<file path="config.mk">
export PLATFORM = sky130hd
export DESIGN_NAME = master_wrapper
export DESIGN_NICKNAME = d
export VERILOG_FILES = /design/src/rtl/master_wrapper_pkg.sv /design/src/rtl/master_wrapper.sv
export SDC_FILE = /design/constraint.sdc
export NUM_CORES = 1
export LEC_CHECK = 0
export CAP_MARGIN = 20
export CORE_UTILIZATION = 37
export CTS_CLUSTER_DIAMETER = 100
export CTS_CLUSTER_SIZE = 40
export DETAILED_ROUTE_END_ITERATION = 7
export PLACE_DENSITY = 0.81
export REMOVE_ABC_BUFFERS = 1
export SYNTH_ARGS = -nofsm -noshare
export SYNTH_HDL_FRONTEND = slang
export SYNTH_SLANG_ARGS = --single-unit
</file>
<file path="constraint.sdc">
create_clock -name ACLK -period 1.9 [get_ports ACLK]
set_clock_uncertainty 0.1 [all_clocks]
set_input_delay 0.19 -clock ACLK [delete_from_list [all_inputs] [get_ports ACLK]]
set_output_delay 0.19 -clock ACLK [all_outputs]
set_load 0.02 [all_outputs]
</file>
<file path="src/rtl/master_wrapper_pkg.sv">
// Shared AXI definitions for the core-to-AXI master bridge: bus widths,
// fixed single-beat burst encodings, response codes and the bridge FSM states.
package master_wrapper_pkg;

  localparam int AXI_ID_BITS    = 4;
  localparam int AXI_ADDR_BITS  = 32;
  localparam int AXI_DATA_BITS  = 32;
  localparam int AXI_STRB_BITS  = 4;
  localparam int AXI_LEN_BITS   = 4;
  localparam int AXI_SIZE_BITS  = 3;
  localparam int AXI_BURST_BITS = 2;
  localparam int AXI_RESP_BITS  = 2;

  localparam logic [AXI_LEN_BITS-1:0]   LEN_ONE    = 4'h0;
  localparam logic [AXI_SIZE_BITS-1:0]  SIZE_WORD  = 3'b010;
  localparam logic [AXI_BURST_BITS-1:0] BURST_INCR = 2'b01;
  localparam logic [AXI_RESP_BITS-1:0]  RESP_OKAY  = 2'b00;

  typedef enum logic [2:0] {
    ST_IDLE,
    ST_RADDR,
    ST_RDATA,
    ST_WRITE,
    ST_WRESP
  } state_t;

  function automatic logic resp_is_err(input logic [AXI_RESP_BITS-1:0] resp);
    return resp != RESP_OKAY;
  endfunction

endpackage

</file>
<file path="src/rtl/master_wrapper.sv">
// Core memory port to AXI master bridge: one outstanding single-beat access,
// request latched in IDLE, stall released combinationally on the completing beat.
module master_wrapper
  import master_wrapper_pkg::*;
#(
  parameter logic [AXI_ID_BITS-1:0] MASTER_ID = 4'h0
) (
  input  logic                      ACLK,
  input  logic                      ARESETn,
  input  logic                      core_req,
  input  logic                      core_write,
  input  logic [31:0]               core_addr,
  input  logic [31:0]               core_wdata,
  input  logic [3:0]                core_web,
  output logic [31:0]               core_rdata,
  output logic                      core_stall,
  output logic                      core_err,
  output logic [AXI_ID_BITS-1:0]    ARID,
  output logic [31:0]               ARADDR,
  output logic [3:0]                ARLEN,
  output logic [2:0]                ARSIZE,
  output logic [1:0]                ARBURST,
  output logic                      ARVALID,
  input  logic                      ARREADY,
  input  logic [AXI_ID_BITS-1:0]    RID,
  input  logic [31:0]               RDATA,
  input  logic [1:0]                RRESP,
  input  logic                      RLAST,
  input  logic                      RVALID,
  output logic                      RREADY,
  output logic [AXI_ID_BITS-1:0]    AWID,
  output logic [31:0]               AWADDR,
  output logic [3:0]                AWLEN,
  output logic [2:0]                AWSIZE,
  output logic [1:0]                AWBURST,
  output logic                      AWVALID,
  input  logic                      AWREADY,
  output logic [31:0]               WDATA,
  output logic [3:0]                WSTRB,
  output logic                      WLAST,
  output logic                      WVALID,
  input  logic                      WREADY,
  input  logic [AXI_ID_BITS-1:0]    BID,
  input  logic [1:0]                BRESP,
  input  logic                      BVALID,
  output logic                      BREADY
);

  state_t      r_state;
  state_t      w_state_nxt;
  logic [31:0] r_addr;
  logic [31:0] r_wdata;
  logic [3:0]  r_web;
  logic [31:0] r_rdata;
  logic        r_aw_done;
  logic        r_w_done;
  logic        w_aw_done_nxt;
  logic        w_w_done_nxt;
  logic        w_both_done;
  logic        w_r_done;
  logic        w_b_done;
  logic        w_accept;

  // Only one transaction is ever in flight, so response IDs carry no information.
  logic w_unused_ids;
  assign w_unused_ids = ^{RID, BID};

  assign w_accept      = (r_state == ST_IDLE) & core_req;
  assign w_r_done      = (r_state == ST_RDATA) & RVALID & RLAST;
  assign w_b_done      = (r_state == ST_WRESP) & BVALID;
  // Valids are !done while in WRITE, so a ready there is a handshake.
  assign w_aw_done_nxt = r_aw_done | ((r_state == ST_WRITE) & AWREADY);
  assign w_w_done_nxt  = r_w_done  | ((r_state == ST_WRITE) & WREADY);
  assign w_both_done   = w_aw_done_nxt & w_w_done_nxt;

  always_ff @(posedge ACLK or negedge ARESETn) begin
    if (!ARESETn) begin
      r_state <= ST_IDLE;
    end else begin
      r_state <= w_state_nxt;
    end
  end

  always_comb begin
    w_state_nxt = r_state;
    ARVALID     = 1'b0;
    RREADY      = 1'b0;
    AWVALID     = 1'b0;
    WVALID      = 1'b0;
    BREADY      = 1'b0;
    case (r_state)
      ST_IDLE: begin
        if (core_req) w_state_nxt = core_write ? ST_WRITE : ST_RADDR;
      end
      ST_RADDR: begin
        ARVALID = 1'b1;
        if (ARREADY) w_state_nxt = ST_RDATA;
      end
      ST_RDATA: begin
        RREADY = 1'b1;
        if (RVALID && RLAST) w_state_nxt = ST_IDLE;
      end
      ST_WRITE: begin
        AWVALID = !r_aw_done;
        WVALID  = !r_w_done;
        if (w_both_done) w_state_nxt = ST_WRESP;
      end
      ST_WRESP: begin
        BREADY = 1'b1;
        if (BVALID) w_state_nxt = ST_IDLE;
      end
      default: w_state_nxt = ST_IDLE;
    endcase
  end

  always_ff @(posedge ACLK or negedge ARESETn) begin
    if (!ARESETn) begin
      r_aw_done <= 1'b0;
      r_w_done  <= 1'b0;
    end else if ((r_state == ST_WRITE) && !w_both_done) begin
      r_aw_done <= w_aw_done_nxt;
      r_w_done  <= w_w_done_nxt;
    end else begin
      r_aw_done <= 1'b0;
      r_w_done  <= 1'b0;
    end
  end

  always_ff @(posedge ACLK or negedge ARESETn) begin
    if (!ARESETn) begin
      r_addr  <= '0;
      r_wdata <= '0;
      r_web   <= '0;
    end else if (w_accept) begin
      r_addr  <= core_addr;
      r_wdata <= core_wdata;
      r_web   <= core_web;
    end
  end

  always_ff @(posedge ACLK or negedge ARESETn) begin
    if (!ARESETn) begin
      r_rdata <= '0;
    end else if (w_r_done) begin
      r_rdata <= RDATA;
    end
  end

  // The core sees read data and the release of stall in the same cycle as the final beat.
  assign core_rdata = w_r_done ? RDATA : r_rdata;
  assign core_stall = (r_state == ST_IDLE) ? core_req : !(w_r_done | w_b_done);
  assign core_err   = (w_r_done & resp_is_err(RRESP)) | (w_b_done & resp_is_err(BRESP));

  assign ARID    = MASTER_ID;
  assign ARADDR  = r_addr;
  assign ARLEN   = LEN_ONE;
  assign ARSIZE  = SIZE_WORD;
  assign ARBURST = BURST_INCR;

  assign AWID    = MASTER_ID;
  assign AWADDR  = r_addr;
  assign AWLEN   = LEN_ONE;
  assign AWSIZE  = SIZE_WORD;
  assign AWBURST = BURST_INCR;

  assign WDATA   = r_wdata;
  assign WSTRB   = r_web;
  assign WLAST   = 1'b1;

endmodule

</file>
==> out/results.txt <==
final slew viol count: 0
Area Growth Syn to Fin: 60.4%
FF-to-FF End: WDATA[17]$_DFFE_PN0P_
WL final: 11300 µm
antenna violations before repair: 0
clock-pin slew on the worst setup and hold paths: 0.07 ns
Synth Register Bits: 105
final worst slack: -0.287 ns
Worst R2R Setup Slack: 0.09 ns
Layout fillers: 966
CTS tree: built
clock buffer depth: 2
TritonCTS Buffers: 9
H-tree levels: 3
sequential area share after synthesis: 56.5%
WL met2: 5990 µm
Critical Path Slowest Stage Cell: dfrtp_1
post-synthesis cell type count: 26
Die H: 114 µm
Worst Setup Start Kind: flop
Avg Inst Size Synth: 15.1 µm²
clock sinks: 105
DR vias: 3153
Period minus WS final: 2.19 ns
Ports: 288
FF/Latch Area: 2630 µm²
RSZ-0062 raised after global routing: true
area of the multi-input gates: 1570 µm²
critical path endpoint category: output port
HP Class: in2async
Hold Vio Cnt, Final: 0
vias in the first global route: 3292
metal3 WL: 944 µm
Via density: 4.37
DRC Markers: 0
fmax: 457 MHz
PortBufs: 252
Most used DFF post-synth: dfrtp_1
Overflow after GRT: 0
Core Footprint: 12100 µm²
share of layout cells above drive strength 1: 32.5%
R2R cell count: 6
Post-Syn Instances: 308
nets@finish: 671
DR WL/cell: 15.6 µm
DRC marker count from the first detailed-route iteration: 95
Die ar.: 13000 µm²
met1 wire length: 4210 µm
worst hold margin: 0.228 ns
reg-to-reg startpoint: r_state[1]$_DFFE_PN0P_
root buffer cell: clkbuf_16
largest net degree at the start of global routing: 56
CP arrival: 1.90 ns
die width: 114 µm
placed cell count: 702
Pwr Total: 13600 µW
CP startpoint: r_state[2]$_DFFE_PN0P_
first-pass GRT wire length: 17000 µm
diode count: 0
Final ANT Viol Nets: 0
highest routed layer: met4
GRT Util Overall: 17.0%
FP Rows: 40
commonest cells in the synthesized netlist: dfrtp_1 (105), mux2_2 (63), buf_4 (59)
run status: finished, violations left
failing checks: negative setup slack
slowest stage delay, CP: 0.41 ns
Synth area leader: dfrtp_1
power density over the cells: 1820 nW/µm²
most common cell in the netlist: dfrtp_1
period utilisation layout: 115%
VDD IR-drop max: 0.971 mV
CP max FO: 18
Synth area leaders: dfrtp_1 (56%), mux2_2 (15%), mux2_4 (12%), buf_4 (9.5%), buf_6 (1.5%)
post-synth top area share: 56.5%
area of the mapped netlist: 4650 µm²
endpoints failing setup: 33
number of synthesized flops with an enable pin: 0
DRT Pass-1 Iters: 4
worst skew pair latency: 0.33 ns
HPWL Detailed: 8830 µm
fin cells: 722
routability cong.: 0.738
Setup TNS: -7.78 ns
max-cap violations: 0
crit path kind: reg2out
yosys warns: 0
Critical Path, Cell by Cell: nor3b_4 -> nand3_4 -> buf_12 -> mux2_4 -> buf_2
WP data required: 1.61 ns
Initial Utilization: 38.4%
ys async rst share: 100%
Leakage: 0.00332 µW
cell families (layout without fill, tap and decap cells):
kind of cell	count (synthesis)	after routing	share of synthesized area, %
buf+inv	73	294	11.8
mux	101	101	27.8
flops	105	105	56.5
compound gates	9	9	1.18
simple gates	18	18	2.64
other cells	2	27	0.161
cell usage in the layout (no fill, tap or decap), types with 2 or more instances in the layout:
| master | Yosys | final |
|---|---|---|
| clkinv_2 | 0 | 2 |
| mux2_4 | 37 | 38 |
| dlygate4sd2_1 | 0 | 2 |
| buf_4 | 59 | 14 |
| nor2_1 | 6 | 6 |
| o21ai_0 | 3 | 3 |
| nand2_1 | 2 | 2 |
| o22ai_1 | 3 | 3 |
| clkdlybuf4s50_1 | 0 | 212 |
| buf_6 | 6 | 30 |
| conb_1 | 2 | 27 |
| inv_1 | 2 | 2 |
| clkinv_4 | 0 | 2 |
| clkbuf_2 | 0 | 3 |
| buf_12 | 0 | 4 |
| clkbuf_16 | 0 | 10 |
| mux2_2 | 63 | 62 |
| dfrtp_1 | 105 | 105 |
| buf_2 | 6 | 8 |
metrics by stage:
| step | utilization, % | area (µm²) | worst slack (ns) |
|---|---|---|---|
| detailed placement | 58.9 | 7140 | -0.344 |
| CTS | 60.8 | 7360 | -0.425 |
| finish | 61.6 | 7460 | -0.287 |
| global route | 61.6 | 7460 | -0.351 |
| global placement | 58.9 | 7140 | -0.336 |
| floorplan | - | 4210 | -0.213 |
layout make-up:
type | instances | share of cell area, %
Multi-Input combinational cell | 155 | 21.1
Sequential cell | 105 | 35.2
Clock buffer | 10 | 3.07
Inverter | 2 | 0.101
Timing Repair Buffer | 276 | 37.1
Tap cell | 168 | 2.82
Clock inverter | 6 | 0.587
critical path, delay by kind of cell, from the launching register on:
| family | cells | cell delay [ns] |
|---|---|---|
| buf+inv | 2 | 0.38 |
| flops | 1 | 0.41 |
| mux | 1 | 0.31 |
| simple gates | 2 | 0.44 |
how the worst max path moves through the flow:
| stage | depth (start not counted) | to | slack [ns] |
|---|---|---|---|
| after detailed placement | 5 | core_rdata[14] | -0.34 |
| after CTS | 5 | core_rdata[30] | -0.43 |
| after global placement | 5 | core_rdata[22] | -0.34 |
| after global routing | 5 | core_rdata[10] | -0.35 |
| final | 5 | core_rdata[10] | -0.29 |
| after floorplan | 3 | core_err | -0.21 |
power by group:
| part | internal [µW] | switching [µW] |
|---|---|---|
| clock | 894 | 802 |
| sequential | 3360 | 611 |
| combinational | 4300 | 3610 |
| total | 8560 | 5020 |
layer usage:
| layer | vias up | GRT usage (%) |
|---|---|---|
| li1 | 1453 | - |
| met1 | 1527 | 18.5 |
| met2 | 162 | 30.9 |
| met3 | 11 | 5.77 |
| met4 | 0 | 5.45 |
| met5 | - | 0 |
registers in the layout (all words and copies together), names as in the netlist:
name,cells
ARADDR,32
r_w_done,1
r_state,3
WSTRB,4
WDATA,32
r_rdata,32
r_aw_done,1
what timing repair did:
| action | in CTS | in global routing |
|---|---|---|
| setup buffers | 1 | 1 |
| resized for setup | 143 | 63 |
| endpoints found under the hold margin | 27 | 0 |
| pin swaps | 0 | 2 |
| cloned | 0 | 1 |
| hold buffers | 1 | 0 |
| endpoints found under the setup margin | 39 | 60 |
Note: power is estimated with default switching activity, not from simulation.
